[config.mk]
export PLATFORM = sky130hd
export DESIGN_NAME = interrupt_controller
export DESIGN_NICKNAME = d
export VERILOG_FILES = /design/src/rtl/interrupt_controller.sv
export SDC_FILE = /design/constraint.sdc
export NUM_CORES = 1
export LEC_CHECK = 0
export BUFFER_PORTS_ARGS = -buffer_cell sky130_fd_sc_hd__buf_2
export CAP_MARGIN = 20
export CORE_ASPECT_RATIO = 0.8
export CORE_UTILIZATION = 40
export CTS_CLUSTER_SIZE = 24
export DETAILED_ROUTE_END_ITERATION = 16
export PLACE_DENSITY = 0.81
export SLEW_MARGIN = 20
export SYNTH_ARGS = -nofsm -noshare
export SYNTH_HDL_FRONTEND = slang
export SYNTH_SLANG_ARGS = --single-unit
[constraint.sdc]
create_clock -name clk -period 1.85 [get_ports clk]
set_clock_uncertainty 0.15 [all_clocks]
set_input_delay 0 -clock clk [delete_from_list [all_inputs] [get_ports clk]]
set_output_delay 0 -clock clk [all_outputs]
set_load 0.02 [all_outputs]
[src/rtl/interrupt_controller.sv]
// ---------------------------------------------------------------------------
// interrupt_controller
//
// Prioritised interrupt controller with one non-maskable line.
// Rising edges on irq_in/nmi_in latch into pending flags. The lowest-indexed
// pending, unmasked source is offered to the CPU through INT. The CPU answers
// with inta, which captures that source. INTD and vector are then presented
// for exactly one cycle. The controller waits in service until eoi arrives.
// NMI is independent of the maskable path and is cleared by nmi_ack.
//
// Handshake: INT is high only in REQ. inta is honoured only in REQ, and the
// winner is frozen on that same edge. INTD/vector are valid for the single
// VEC cycle. eoi is honoured only in SERV. Pulses that arrive outside those
// windows are ignored.
//
// Ports
//   clk       in   clock, rising edge
//   reset     in   synchronous, active-low
//   irq_in    in   [NSRC] device request lines (rising-edge sensitive)
//   nmi_in    in   non-maskable request (rising-edge sensitive)
//   mask_we   in   mask register write strobe
//   mask_wd   in   [NSRC] mask data, 1 = source disabled
//   ie        in   global maskable-interrupt enable
//   inta      in   INT acknowledge pulse
//   eoi       in   end-of-interrupt pulse
//   nmi_ack   in   NMI acknowledge pulse
//   INT       out  maskable interrupt request
//   INTD      out  vector-valid strobe (one cycle)
//   NMI       out  non-maskable request
//   vector    out  [32] VEC_BASE + 4*index while INTD, else 0
//   pending   out  [NSRC] pending flags
//   o_state   out  [2] FSM state for debug (0 IDLE, 1 REQ, 2 VEC, 3 SERV)
// ---------------------------------------------------------------------------
module interrupt_controller #(
    parameter int          NSRC     = 8,
    parameter logic [31:0] VEC_BASE = 32'h0000_0080
) (
    input  logic            clk,
    input  logic            reset,
    input  logic [NSRC-1:0] irq_in,
    input  logic            nmi_in,
    input  logic            mask_we,
    input  logic [NSRC-1:0] mask_wd,
    input  logic            ie,
    input  logic            inta,
    input  logic            eoi,
    input  logic            nmi_ack,
    output logic            INT,
    output logic            INTD,
    output logic            NMI,
    output logic [31:0]     vector,
    output logic [NSRC-1:0] pending,
    output logic [1:0]      o_state
);

    localparam int IDXW = (NSRC > 1) ? $clog2(NSRC) : 1;

    typedef enum logic [1:0] {
        S_IDLE = 2'd0,
        S_REQ  = 2'd1,
        S_VEC  = 2'd2,
        S_SERV = 2'd3
    } state_t;

    state_t            r_state;
    state_t            w_state_nxt;

    logic [NSRC-1:0]   r_irq_d;
    logic [NSRC-1:0]   r_pend;
    logic [NSRC-1:0]   r_mask;
    logic              r_nmi_d;
    logic              r_nmi_pend;
    logic [IDXW-1:0]   r_idx;

    logic [NSRC-1:0]   w_irq_rise;
    logic [NSRC-1:0]   w_elig;
    logic [NSRC-1:0]   w_clr;
    logic [NSRC-1:0]   w_pend_nxt;
    logic              w_any_elig;
    logic              w_nmi_rise;
    logic              w_capture;
    logic [IDXW-1:0]   w_win_idx;

    assign w_irq_rise = irq_in & ~r_irq_d;
    assign w_nmi_rise = nmi_in & ~r_nmi_d;
    assign w_elig     = r_pend & ~r_mask;
    assign w_any_elig = |w_elig;

    // Lowest eligible index wins. Scanning downward lets the last hit be
    // the smallest index.
    always_comb begin
        w_win_idx = '0;
        for (int i = NSRC - 1; i >= 0; i--) begin
            if (w_elig[i]) begin
                w_win_idx = IDXW'(i);
            end
        end
    end

    // The captured source is retired during VEC. A new edge in that same
    // cycle is ORed in after the clear, so the new request survives.
    assign w_clr      = (r_state == S_VEC) ? (NSRC'(1) << r_idx) : '0;
    assign w_pend_nxt = (r_pend & ~w_clr) | w_irq_rise;

    // FSM state register
    always_ff @(posedge clk) begin
        if (!reset) begin
            r_state <= S_IDLE;
        end else begin
            r_state <= w_state_nxt;
        end
    end

    // FSM next state and Moore outputs
    always_comb begin
        w_state_nxt = r_state;
        w_capture   = 1'b0;
        INT         = 1'b0;
        INTD        = 1'b0;
        case (r_state)
            S_IDLE: begin
                if (ie && w_any_elig) begin
                    w_state_nxt = S_REQ;
                end
            end
            S_REQ: begin
                INT = 1'b1;
                // Withdrawal takes precedence over an acknowledge. This
                // keeps a valid winner available whenever inta is honoured.
                if (!ie || !w_any_elig) begin
                    w_state_nxt = S_IDLE;
                end else if (inta) begin
                    w_state_nxt = S_VEC;
                    w_capture   = 1'b1;
                end
            end
            S_VEC: begin
                INTD        = 1'b1;
                w_state_nxt = S_SERV;
            end
            S_SERV: begin
                if (eoi) begin
                    w_state_nxt = S_IDLE;
                end
            end
            default: begin
                w_state_nxt = S_IDLE;
            end
        endcase
    end

    // Edge detectors, pending flags, mask and the captured index.
    // r_idx also serves as the in-service index until the next capture.
    always_ff @(posedge clk) begin
        if (!reset) begin
            r_irq_d    <= '0;
            r_pend     <= '0;
            r_mask     <= '1;
            r_nmi_d    <= 1'b0;
            r_nmi_pend <= 1'b0;
            r_idx      <= '0;
        end else begin
            r_irq_d    <= irq_in;
            r_pend     <= w_pend_nxt;
            r_nmi_d    <= nmi_in;
            r_nmi_pend <= (r_nmi_pend & ~nmi_ack) | w_nmi_rise;
            if (mask_we) begin
                r_mask <= mask_wd;
            end
            if (w_capture) begin
                r_idx <= w_win_idx;
            end
        end
    end

    assign NMI     = r_nmi_pend;
    assign pending = r_pend;
    assign vector  = INTD ? (VEC_BASE + (32'(r_idx) << 2)) : 32'd0;
    assign o_state = r_state;

endmodule
Word-level counts from Yosys, hierarchy flattened
Cells that the tools add are included.
{"block": "op_classes", "n_mux": 20, "bitwise": 12, "reduce_logical": 7, "addsub": 1, "eq_ne": 6, "shift": 1}
{"operator": "$and 8x8->8", "count": 3}
{"operator": "$mux 3", "count": 8}
{"operator": "$not 8->8", "count": 3}
{"operator": "$add 8x5->9 const A", "count": 1}
{"operator": "$mux 9", "count": 1}
{"operator": "$mux 2", "count": 4}
{"operator": "$mux 8", "count": 1}
{"operator": "$or 8x8->8", "count": 1}
{"operator": "$pmux 2 s4", "count": 1}
{"operator": "$reduce_or 8->1", "count": 1}
{"operator": "$shl 1x3->8 const A", "count": 1}
{"operator": "$mux 1", "count": 5}
{"operator": "$eq 2x2->1 const B", "count": 2}
{"operator": "$ne 2x2->1 const B", "count": 2}
{"operator": "$ne 3x3->1 const B", "count": 1}
{"operator": "$reduce_and 3->1", "count": 1}
{"operator": "$and 1x1->1", "count": 2}
{"operator": "$eq 2x1->1 const B", "count": 1}
{"operator": "$logic_not 1->1", "count": 2}
{"operator": "$logic_not 2->1", "count": 1}
{"operator": "$not 1->1", "count": 2}
{"operator": "$logic_and 1x1->1", "count": 1}
{"operator": "$logic_or 1x1->1", "count": 1}
{"operator": "$or 1x1->1", "count": 1}
{"block": "totals", "inputBits": 24, "elab_cells": 54, "register_bits": 31}

Depth between registers and ports, before layout
{"block": "depth", "word_depth": 10, "depth_mapped": 5}

Least setup slack after synthesis
No wires, ideal clock.
{"block": "synth_path", "path_type": "register to register", "start": "register r_pend[4] (netlist: pending[4])", "end": "register r_idx[0]", "setup_slack_ns": 0.097, "path_buffers": 0, "arrival_ns": 1.538, "stages_incl_launch_ff": 6, "t_required_ns": 1.634, "cell_sequence": "dfxtp_1 -> nor2b_1 -> or4_4 -> o21ba_4 -> nand2b_4 -> a21boi_2"}
{"block": "synth_via", "elab_chain_cells": 6}
{"item": "start: declaration", "line_no": "69", "rtl": "logic [NSRC-1:0] r_pend;"}
{"item": "start signal: assignment", "line_no": "164", "rtl": "r_pend <= w_pend_nxt;"}
{"item": "$and 8x8->8 (*)", "line_no": "86", "rtl": "assign w_elig = r_pend & ~r_mask;"}
{"item": "$mux 3 / $reduce_or 8->1 (equally long branches)", "line_no": "94, 87"}
{"item": "$mux 3 / $logic_not 1->1 (equally long branches)", "line_no": "94, 130"}
{"item": "$mux 3 / $logic_or 1x1->1 (equally long branches)", "line_no": "94, 130"}
{"item": "$mux 3 / $mux 1 (equally long branches)", "line_no": "94, 130"}
{"item": "$mux 3 / $mux 1 (equally long branches)", "line_no": "94, 120"}
{"item": "end signal: assignment", "line_no": "171", "rtl": "r_idx <= w_win_idx;"}
{"item": "end: declaration", "line_no": "73", "rtl": "logic [IDXW-1:0] r_idx;"}
Mark *: on every way between the ends. The rest lies on a longest branch, timed or not.
A chain may end at the register's enable or synchronous reset.

Final worst setup path
Same ends and word-level chain as after synthesis.

==> flow_summary.ini <==
[yosys]
synthXorXnorAreaFrac_pct = 0
synth_cell_types = 29
synth_top_family_by_area = simple AND/OR/NAND/NOR gates
syn_inst = 163
yosys.area_share.simple_pct = 23.64
synth-seq-area-share_pct = 40.86
synth.top_cell.area_share_pct = 40.86
yosys-top-cells-area = dfxtp_1 (41%), buf_4 (14%), nand2b_1 (6.2%)
yosys_warnings = 0
synth.area.mux_share_pct = 5.272
yosys_register_bits = 31
synth_compound_area_share_pct = 13.92
syn_area_per_cell_um2 = 9.319
netlist_area_um2 = 1519
yosys.area.top_type = dfxtp_1
synth_adder_area_share_pct = 0

[global_route]
track_usage_pct = 17.00
grt_pass1_vias = 1159
grt_max_degree = 32
overflow = 0
antenna_found_initial = 0
grt_pass1_wl_um = 4974

[place]
io_buffers = 40
hpwlAfterDp_um = 2133
place_congestion = 0.8407
preCtsSetupSlack_ps = 128.1

[finish]
drive_gt1_share_pct = 23.50
fillCellCount = 307
seqCellArea_um2 = 620.6
final_util_pct = 58.07
finalNetCount = 257
areaGrowthSynthToFinish_pct = 34.51
multi_input_area_um2 = 755.7
final_cell_mix = buf_2 (40), dfxtp_1 (31), dlygate4sd3_1 (29), conb_1 (28), nand2b_1 (15)
antenna_cells = 0
final_common_cell = buf_2

[worst_setup_path]
path_class = flop to flop
cp-endpoint = r_idx[0]
cp-start-kind = flop
r2r_start = pending[4]
startpoint = pending[4]
critical_path_peak_fanout = 6
endpoint_kind = flop
required_ps = 1920
reg2regPathDepth = 5
timing.rr.end = r_idx[0]
worstPathArrival_ps = 1820
r2r_slack_ps = 100

[floorplanning]
core_area_um2 = 3518
ios = 69
die_x_um = 70.90
die_y_um = 57.12
start_util_pct = 43.17
die-area_um2 = 4049
rows = 19

[drt]
num_vias = 1253
drt.antenna.violating_nets = 0
wirelength_um = 3185
via_per_inst = 4.540
first_pass_iters = 6
drt_iter0_drc = 47
drt-wirelength-per-cell_um = 11.54
drc = 0

[clocking]
h-tree-depth = 2
cts_num_sinks = 31
cts_made_buffers = 5
cts_tree = built
cts_resized = 0
clk_path_buf_depth = 2
root_buffer = clkbuf_8
cts.clk_slew.worst_paths_ps = 70
clk_latency_ps = 290

[timing]
max_freq_mhz = 572.8
hold_violations = 0
fin_ws_ps = 104.1
period_minus_slack_ps = 1746
rsz0062_at_grt = false
fin_setup_tns_ps = 0
fin_crit_sh_pct = 94.38
final_max_slew_viol_count = 0
setup_viol = 0

[pwr]
vdd_drop_max_uv = 532.6
netSwitchingPower_uw = 427.2
clock_power_share_pct = 39.9
combPwrFrac_pct = 16.1
p_int_uw = 1229
p_leak_uw = 0.0009506
p_sw_share_pct = 25.79
power_density_nw_per_um2 = 810.8
seqPwrFrac_pct = 44.0

[run]
maxCapViolations = 0

[run_status]
status = complete, no violations

[min_path]
hp-class = primary input to flop
[synth_stat cells (all sizes together)]
cell type  instances
dfxtp             31
buf               29
nand2b            17
and2              12
a21boi            11
nand2             11
nor2b             10
mux2i              8
o21ai              7
clkbuf             4
inv                3
o21a               3
o31ai              3
a21oi              2
nand3              2
nor2               2
conb               1
nand4              1
nand4b             1
nor3b              1
o21ba              1
o22ai              1
o311ai             1
or4                1
[logic make-up (layout without fill, tap and decap cells)]
group                  Yosys count  count (layout)
AND/OR/NAND/NOR                 58              58
buffers and inverters           36              80
flip-flops                      31              31
AO/OA/AOI/OAI                   29              29
multiplexers                     8               8
other                            1              28
[power groups by stage]
stage                     Sequential (uW)  Clock (uW)  Combinational [uW]
after global placement                742           0                 207
after floorplan                       758           0                 178
after CTS                             729         682                 264
after global routing                  733         710                 290
final                                 729         661                 267
after detailed placement              743           0                 210
[registers in the layout, indices dropped and copies added (netlist names), named ones only]
register / cells
r_irq_d: 8
r_mask: 8
o_state: 1
r_idx: 3
NMI: 1
pending: 8
r_nmi_d: 1
[area by class of cell]
type / count / area share (%)
multi-input cells: 123 / 36.99
flip-flops and latches: 31 / 30.37
repair buffers: 69 / 24.00
clock buffers: 5 / 3.368
well taps: 42 / 2.572
clock inverters: 3 / 2.143
inverters: 3 / 0.5511
[layer usage]
metal  up-vias  wire length [um]  global-route usage, %
li1        617                 -                      -
met1       562              1358                  17.92
met2        57              1438                  25.96
met3        17               225                  8.481
met4         0               161                  13.71
met5         -                 0                      0
[critical path, cell delays in order (launching register included)]
cell and delay (ps):
dfxtp_1 320, nor2b_1 150, or4_4 540, o21ba_4 260
nand2b_4 140, a21boi_2 120
[metrics by stage]
step | total power (uW) | instance area [um^2] | hold slack (ps) | instances
6_report | 1657 | 2043 | 104.7 | 276
5_1_grt | 1733 | 2043 | 137.4 | 276
4_1_cts | 1675 | 2043 | 91.99 | 276
3_5_place_dp | 953.3 | 1640 | 69.76 | 239
3_3_place_gp | 948.6 | 1640 | 65.59 | 239
2_1_floorplan | 935.6 | 1620 | -28.29 | 190
[how the worst min path moves through the flow]
stage | slack [ps] | startpoint | cells after the start | endpoint
after floorplan | -30 | irq_in[0] | 1 | r_irq_d[0]
after global placement | 70 | nmi_in | 2 | r_nmi_d
after detailed placement | 70 | irq_in[7] | 2 | r_irq_d[7]
after CTS | 90 | ie | 5 | o_state[0]
after global routing | 140 | ie | 5 | o_state[0]
final | 100 | ie | 5 | o_state[0]
[what timing repair did]
action                                 4_1_cts  5_1_grt
hold buffers                                29        0
endpoints found under the hold margin       28        0
buffers inserted                             0        0
No activity file was read; power rests on OpenSTA's default activity.
